[src/rtl/puf_soc_mux_sweep.sv]
// Sequencer for the PUF response mux: steps the select through every slot and samples each one.
// Latency: start to o_valid takes 1 + MUX_SZ*(S+1) cycles, where S is the settle count latched at start.
// No backpressure: o_valid is a 1-cycle pulse; i_start is ignored while busy, and i_abort drops the sweep.
module puf_soc_mux_sweep #(
  parameter int N_BIT  = 1,
  parameter int MUX_SZ = 16,
  parameter int CNT_W  = 8,
  parameter int SEL_W  = $clog2(MUX_SZ)
) (
  input  logic                    i_clk,
  input  logic                    i_rst_n,
  input  logic                    i_start,
  input  logic                    i_abort,
  input  logic [CNT_W-1:0]        i_settle_cyc,
  input  logic [N_BIT-1:0]        i_mux_data,
  output logic [SEL_W-1:0]        o_sel_mux,
  output logic [MUX_SZ*N_BIT-1:0] o_resp,
  output logic                    o_valid,
  output logic                    o_busy
);

  localparam logic [1:0] ST_IDLE   = 2'd0;
  localparam logic [1:0] ST_SETTLE = 2'd1;
  localparam logic [1:0] ST_SAMPLE = 2'd2;
  localparam logic [1:0] ST_DONE   = 2'd3;

  localparam logic [SEL_W-1:0] SEL_LAST = SEL_W'(MUX_SZ - 1);

  logic [1:0]              state;
  logic [SEL_W-1:0]        sel;
  logic [CNT_W-1:0]        cnt;
  logic [CNT_W-1:0]        settle_lat;
  logic [MUX_SZ*N_BIT-1:0] shadow;
  logic [MUX_SZ*N_BIT-1:0] shadow_nxt;
  logic [MUX_SZ*N_BIT-1:0] resp;
  logic                    valid;

  // Shadow word with the current slot replaced by the mux output, so the last
  // sample can be published to o_resp on the same edge that captures it.
  always_comb begin
    shadow_nxt = shadow;
    shadow_nxt[sel*N_BIT +: N_BIT] = i_mux_data;
  end

  // Sweep FSM: settle countdown, per-slot sampling, atomic publish of the word.
  always_ff @(posedge i_clk or negedge i_rst_n) begin
    if (!i_rst_n) begin
      state      <= ST_IDLE;
      sel        <= '0;
      cnt        <= '0;
      settle_lat <= '0;
      shadow     <= '0;
      resp       <= '0;
      valid      <= 1'b0;
    end else begin
      case (state)
        ST_IDLE: begin
          valid <= 1'b0;
          if (i_start && !i_abort) begin
            settle_lat <= i_settle_cyc;
            sel        <= '0;
            shadow     <= '0;
            if (i_settle_cyc != '0) begin
              cnt   <= i_settle_cyc;
              state <= ST_SETTLE;
            end else begin
              state <= ST_SAMPLE;
            end
          end
        end
        ST_SETTLE: begin
          if (i_abort) begin
            state  <= ST_IDLE;
            sel    <= '0;
            shadow <= '0;
          end else begin
            cnt <= cnt - CNT_W'(1);
            // cnt starts at S, so the state lasts exactly S cycles.
            if (cnt == CNT_W'(1)) begin
              state <= ST_SAMPLE;
            end
          end
        end
        ST_SAMPLE: begin
          if (i_abort) begin
            state  <= ST_IDLE;
            sel    <= '0;
            shadow <= '0;
          end else begin
            shadow <= shadow_nxt;
            if (sel == SEL_LAST) begin
              // The whole word goes out in one go together with the valid pulse.
              resp  <= shadow_nxt;
              valid <= 1'b1;
              sel   <= '0;
              state <= ST_DONE;
            end else begin
              sel <= sel + SEL_W'(1);
              if (settle_lat != '0) begin
                cnt   <= settle_lat;
                state <= ST_SETTLE;
              end else begin
                state <= ST_SAMPLE;
              end
            end
          end
        end
        ST_DONE: begin
          // Abort is deliberately ignored here; the word is already published.
          valid <= 1'b0;
          state <= ST_IDLE;
        end
        default: begin
          state <= ST_IDLE;
          valid <= 1'b0;
          sel   <= '0;
        end
      endcase
    end
  end

  // Outputs are direct register/state decodes.
  always_comb begin
    o_sel_mux = sel;
    o_resp    = resp;
    o_valid   = valid;
    o_busy    = (state != ST_IDLE);
  end

endmodule

[config.mk]
export PLATFORM = sky130hd
export DESIGN_NAME = puf_soc_mux_sweep
export DESIGN_NICKNAME = d
export VERILOG_FILES = /design/src/rtl/puf_soc_mux_sweep.sv
export SDC_FILE = /design/constraint.sdc
export NUM_CORES = 1
export LEC_CHECK = 0
export BUFFER_PORTS_ARGS = -buffer_cell sky130_fd_sc_hd__buf_2
export CAP_MARGIN = 10
export CELL_PAD_IN_SITES_DETAIL_PLACEMENT = 0
export CELL_PAD_IN_SITES_GLOBAL_PLACEMENT = 2
export CORE_ASPECT_RATIO = 0.5
export CORE_UTILIZATION = 29
export CTS_CLUSTER_DIAMETER = 150
export DETAILED_ROUTE_END_ITERATION = 10
export GPL_TIMING_DRIVEN = 0
export PLACE_DENSITY = 0.69
export SLEW_MARGIN = 20
export SYNTH_ARGS = -nofsm -noshare
export SYNTH_HDL_FRONTEND = slang
export SYNTH_SLANG_ARGS = --single-unit
[constraint.sdc]
create_clock -name i_clk -period 2.8 [get_ports i_clk]
set_clock_uncertainty 0.1 [all_clocks]
set_input_delay 0.56 -clock i_clk [delete_from_list [all_inputs] [get_ports i_clk]]
set_output_delay 0.56 -clock i_clk [all_outputs]
set_load 0.01 [all_outputs]
==> impl_metrics.py, run 1 <==
metrics = {
    "sta": {
        "rsz0062_at_grt": "false",
        "post-route-min-period_ns": 2.50,
        "whs_ns": 0.217,
        "tightest_slew_ns": 0.738,
        "finalHoldViolCount": 0,
        "setup_viol": 0,
        "fin_setup_tns_ns": 0,
        "min_period_over_period_pct": 89.2,
        "slew_violations": 0,
        "slew_headroom_pct": 50.8,
        "max_freq_ghz": 0.400,
    },
    "place": {
        "gp_congestion": 0.806,
        "hpwl_mm": 5.88,
        "io_buffers": 34,
        "placed_area_um2": 3400,
    },
    "cts": {
        "clock_latency_ns": 0.30,
        "cts.sink_count": 55,
        "cts_buffers": 5,
        "cts_max_level": 2,
        "clockRootBuffer": "clkbuf_16",
        "cts.path.max_buffers": 2,
        "cts.clk_slew.worst_paths_ns": 0.08,
        "cts_tree": "yes",
    },
    "flow_run": {
        "maxCapViolCount": 0,
    },
    "critical_path": {
        "crit_arrival_ns": 2.58,
        "crit_family": "compound AO/OA/AOI/OAI gates",
        "critical_path.max_stage_delay_ns": 0.63,
        "timing.rr.start": "o_sel_mux[0]",
        "r2r_slack_ns": 0.30,
        "crit_fanout": 9,
        "r2r_cells": 8,
        "crit_buf_inv": 2,
        "crit_chain": "buf_2 > inv_1 > ha_1 > nand2b_1 > a2111oi_4 > nand2_1 > nand3_1 > o211ai_1",
        "timing.rr.end": "o_resp[14]",
        "endpoint_kind": "flop",
        "required_ns": 2.88,
        "cp_slowest_cell": "a2111oi_4",
        "worstSetupPathType": "flop to flop",
        "cp-start-kind": "flop",
    },
    "synth": {
        "synth.distinct_cells": 49,
        "synth-seq-cells": 55,
        "synthTopCellsByArea": "dfrtp_1 45%, nand2_1 6.4%, o21ai_0 4.6%, ha_1 3.7%, a21oi_1 3.3%",
        "synth_common_cells": "55 x dfrtp_1, 52 x nand2_1, 28 x o21ai_0",
        "synthArstFlopShare_pct": 100,
        "synth_cells": 333,
        "synth.avg_cell_area_um2": 9.17,
        "synth_edf_count": 0,
        "syn_area_um2": 3050,
        "yosys_warnings": 0,
        "yosysMostFrequentCell": "dfrtp_1",
        "synth_top_area_cell": "dfrtp_1",
        "yosysTopAreaCellShare_pct": 45.1,
        "synth_flop_cell": "dfrtp_1",
        "yosysSeqAreaShare_pct": 45.1,
        "syn-num-nets": 355,
    },
    "status": {
        "status": "finished, final reports clean",
    },
    "die": {
        "die_height_um": 74.6,
        "core_area_um2": 10200,
        "dieArea_um2": 11000,
        "ios": 35,
        "start_util_pct": 29.9,
        "fp.dieW_um": 147,
        "num_rows": 26,
    },
    "cells_and_area": {
        "area_growth_syn_to_layout_pct": 16.6,
        "nets": 396,
        "drive_above_1_share_pct": 16.0,
        "n_antenna_cell": 0,
        "final_cell_area_um2": 3560,
    },
    "grt": {
        "grt_pass1_vias": 2668,
        "grt_pass1_wl_mm": 13.7,
        "grt_overflow": 0,
        "track_usage_pct": 16.2,
        "grt_max_degree": 56,
        "antenna_found_initial": 0,
    },
    "min_path": {
        "hp-class": "input port to async pin",
    },
    "routing": {
        "wl_per_cell_um": 15.9,
        "drc_errors": 0,
        "vias": 2569,
        "drtIter0Drc": 130,
        "dr.pass1.iters": 4,
        "antenna_left": 0,
        "drt_wl_total_mm": 8.17,
        "via_per_inst": 4.99,
    },
    "pwr": {
        "vdd_drop_max_mv": 0.391,
        "leakage_nw": 1.56,
        "power_density_nw_per_um2": 887,
    },
}
-- flip-flops by register name, indices dropped and copies added, names as in the netlist --
signal / flops
cnt: 8
o_resp: 16
o_sel_mux: 4
o_valid: 1
settle_lat: 8
shadow: 16
state: 2
-- stage by stage --
stage,setup slack [ns],std cells,power (mW),util [%]
global route,0.0816,515,3.41,34.9
finish,0.303,515,3.16,34.9
global placement,0.276,507,2.50,33.3
floorplan,0.549,333,2.13,-
detailed placement,0.219,507,2.52,33.3
CTS,0.212,515,3.19,34.8
-- cell usage in the layout (no fill, tap or decap), types with 2 or more instances in the layout --
cell type	n
dfrtp_1	55
clkbuf_16	5
clkbuf_1	9
buf_2	38
and3_1	2
a31oi_1	2
and2_1	5
o31ai_1	6
o211ai_1	8
mux2_2	8
nor4_1	3
mux2i_1	9
nor3_1	5
nand3_1	12
a221o_1	3
nand2_1	52
nor2_1	19
o21ai_1	5
a2111oi_4	2
a221oi_1	4
inv_1	21
a21oi_1	20
xor2_1	4
xnor2_1	3
nor3b_1	2
o22ai_1	6
o21ai_0	28
nand2b_1	4
or4_1	2
or3_1	2
ha_1	9
-- final cells by class --
cell class              instances  area, µm²
plain buffers                  15       70.1
clock buffers                   5        125
clock inverters                 3       22.5
fillers                      1088       6650
inverters                      21       78.8
multi-input cells             242       1540
flip-flops and latches         55       1380
well taps                     140        175
repair buffers                 34        173
-- cell families (layout without fill, tap and decap cells) --
family	Yosys count	in the layout	synth area share, %
fa+ha+maj	9	9	3.69
xor+xnor	7	7	2.01
compound gates	95	95	21.0
buf+inv	36	78	4.87
simple gates	114	114	17.5
mux	17	17	5.90
flops	55	55	45.1
-- how the worst max path moves through the flow --
stage / start / slack, ns / to / cells past startpoint
floorplan: o_sel_mux[0] / 0.55 / o_resp[12] / 8
global placement: o_sel_mux[0] / 0.28 / o_resp[12] / 8
detailed placement: o_sel_mux[0] / 0.22 / shadow[4] / 8
CTS: o_sel_mux[0] / 0.21 / shadow[4] / 8
global route: o_sel_mux[0] / 0.08 / o_resp[10] / 8
finish: o_sel_mux[0] / 0.30 / o_resp[14] / 8
-- what timing repair did --
action,CTS,global route
gates resized for setup,0,1
setup endpoints to repair,0,1
buffers inserted,0,0
hold buffers,0,0
-- layer usage --
layer	track usage, %	vias to the layer above	part of all wire (%)
met5	0	-	0
met4	4.01	0	1.5
met3	3.80	10	3.8
met2	26.9	39	44
met1	21.6	1253	51
li1	-	1267	-
-- where the power goes --
group          internal [mW]  leakage (nW)  total (mW)  switching, mW
logic                  0.562         0.751        1.42          0.855
clock network          0.337        0.0742       0.659          0.323
registers              0.943         0.735        1.09          0.142
Note: power is estimated with default switching activity, not from simulation.
==> run 2: changes to the inputs <==
--- a/config.mk
+++ b/config.mk
@@ -5,8 +5,7 @@
 export SDC_FILE = /design/constraint.sdc
 export NUM_CORES = 1
 export LEC_CHECK = 0
-export BUFFER_PORTS_ARGS = -buffer_cell sky130_fd_sc_hd__buf_2
-export CAP_MARGIN = 10
+export BUFFER_PORTS_ARGS = -buffer_cell sky130_fd_sc_hd__buf_4
 export CELL_PAD_IN_SITES_DETAIL_PLACEMENT = 0
 export CELL_PAD_IN_SITES_GLOBAL_PLACEMENT = 2
 export CORE_ASPECT_RATIO = 0.5
==> impl_metrics.py, run 2 (synthesized netlist as in run 1, its figures left out) <==
metrics = {
    "grt": {
        "antenna_found_initial": 0,
        "grt_max_degree": 56,
        "grt_pass1_wl_mm": 13.5,
        "track_usage_pct": 16.1,
        "grt_pass1_vias": 2561,
        "grt_overflow": 0,
    },
    "die": {
        "die_height_um": 74.6,
        "dieArea_um2": 11000,
        "ios": 35,
        "fp.dieW_um": 147,
        "start_util_pct": 29.9,
        "num_rows": 26,
        "core_area_um2": 10200,
    },
    "cells_and_area": {
        "layout_commonest_cell": "dfrtp_1",
        "fin_cells": 515,
        "area_growth_syn_to_layout_pct": 20.2,
        "final_cell_mix": "55 x dfrtp_1, 52 x nand2_1, 34 x buf_4, 28 x o21ai_0, 21 x inv_1",
        "drive_above_1_share_pct": 16.0,
        "nets": 396,
        "n_antenna_cell": 0,
    },
    "sta": {
        "slew_violations": 0,
        "setup_ws_ns": 0.258,
        "post-route-min-period_ns": 2.54,
        "finalHoldViolCount": 0,
        "tightest_slew_ns": 0.751,
        "fin_setup_tns_ns": 0,
        "whs_ns": 0.221,
        "setup_viol": 0,
        "rsz0062_at_grt": "false",
        "max_freq_ghz": 0.393,
        "slew_headroom_pct": 50.0,
        "min_period_over_period_pct": 90.8,
    },
    "cts": {
        "cts.path.max_buffers": 2,
        "cts.clk_slew.worst_paths_ns": 0.08,
        "cts_buffers": 5,
        "clockRootBuffer": "clkbuf_16",
        "cts_hold_buf": 0,
        "cts_max_level": 2,
        "clock_latency_ns": 0.30,
        "cts_tree": "yes",
        "cts.sink_count": 55,
    },
    "critical_path": {
        "required_ns": 2.88,
        "crit_path_start": "o_sel_mux[0]",
        "timing.rr.start": "o_sel_mux[0]",
        "crit_arrival_ns": 2.62,
        "endpoint_kind": "flop",
        "cp-start-kind": "flop",
        "crit_fanout": 9,
        "worstSetupPathType": "flop to flop",
    },
    "place": {
        "hpwl_mm": 5.82,
        "gp_congestion": 0.762,
        "detailedPlace.worstSlack_ns": 0.163,
        "dp_cells": 507,
        "io_buffers": 34,
    },
    "routing": {
        "via_per_inst": 4.95,
        "vias": 2551,
        "drt_wl_total_mm": 8.34,
        "drc_errors": 0,
        "drtIter0Drc": 108,
        "wl_per_cell_um": 16.2,
        "dr.pass1.iters": 4,
        "antenna_left": 0,
    },
    "pwr": {
        "power_density_nw_per_um2": 893,
        "vdd_drop_max_mv": 0.456,
        "leakage_nw": 1.58,
    },
    "min_path": {
        "hp-class": "input port to async pin",
    },
    "status": {
        "status": "finished, final reports clean",
    },
    "flow_run": {
        "maxCapViolCount": 0,
    },
}
[run 2: cell count changes in the layout (fill, tap and decap cells not counted), sizes merged]
cell,change
bufinv,+1
clkinv,-1
[run 2: worst paths after layout]
path / end / slack, ns / cells after the start
min in group i_clk: o_resp[13] / 0.38 / 2
max in group asynchronous: shadow[9] / 1.89 / 1
hold / removal: cnt[5] / 0.22 / 1
setup reg to reg: o_resp[14] / 0.26 / 8
hold reg to reg: o_resp[13] / 0.38 / 2
setup / recovery: o_resp[14] / 0.26 / 8
[run 2: through the flow]
| stage | util, % | total power, mW | cell area, µm² |
|---|---|---|---|
| 5_1_grt | 35.9 | 3.52 | 3670 |
| 4_1_cts | 35.8 | 3.29 | 3660 |
| 3_3_place_gp | 34.1 | 2.52 | 3480 |
| 2_1_floorplan | - | 2.13 | 3050 |
| 6_report | 35.9 | 3.28 | 3670 |
| 3_5_place_dp | 34.1 | 2.53 | 3480 |
[run 2: what timing repair did]
action,4_1_cts,5_1_grt
setup endpoints to repair,0,3
resized for setup,0,1
buffers inserted,0,0
[run 2: worst max-delay path: stages (launching register included)]
cell       delay, ns
dfrtp_1         0.39
buf_2           0.25
inv_1           0.12
ha_1            0.27
nand2b_1        0.25
a2111oi_4       0.62
nand2_1         0.20
nand3_1         0.13
o211ai_1        0.10
[run 2: routing by layer]
layer	share of wire (%)	vias up	global-route usage, %	routed length (µm)
met5	0	-	0	0
met4	1.2	0	4.81	101
met3	3.0	10	3.62	254
met2	45	26	27.0	3730
met1	51	1245	21.1	4250
li1	-	1270	-	-
[run 2: cell type report]
type	count	area, µm²
tap	140	175
clock buffer	5	125
fill	1056	6550
multi-input combinational	242	1540
clock inverter	3	47.5
sequential	55	1380
timing repair buffer	34	255
inverter	21	78.8
buffer	15	70.1
[run 2: report_power, final]
group          total, mW  leakage [nW]  switching, mW  internal (mW)
sequential          1.08         0.735          0.139          0.943
combinational       1.45         0.758          0.871          0.575
clock              0.748        0.0844          0.320          0.428
total               3.28          1.58           1.33           1.95
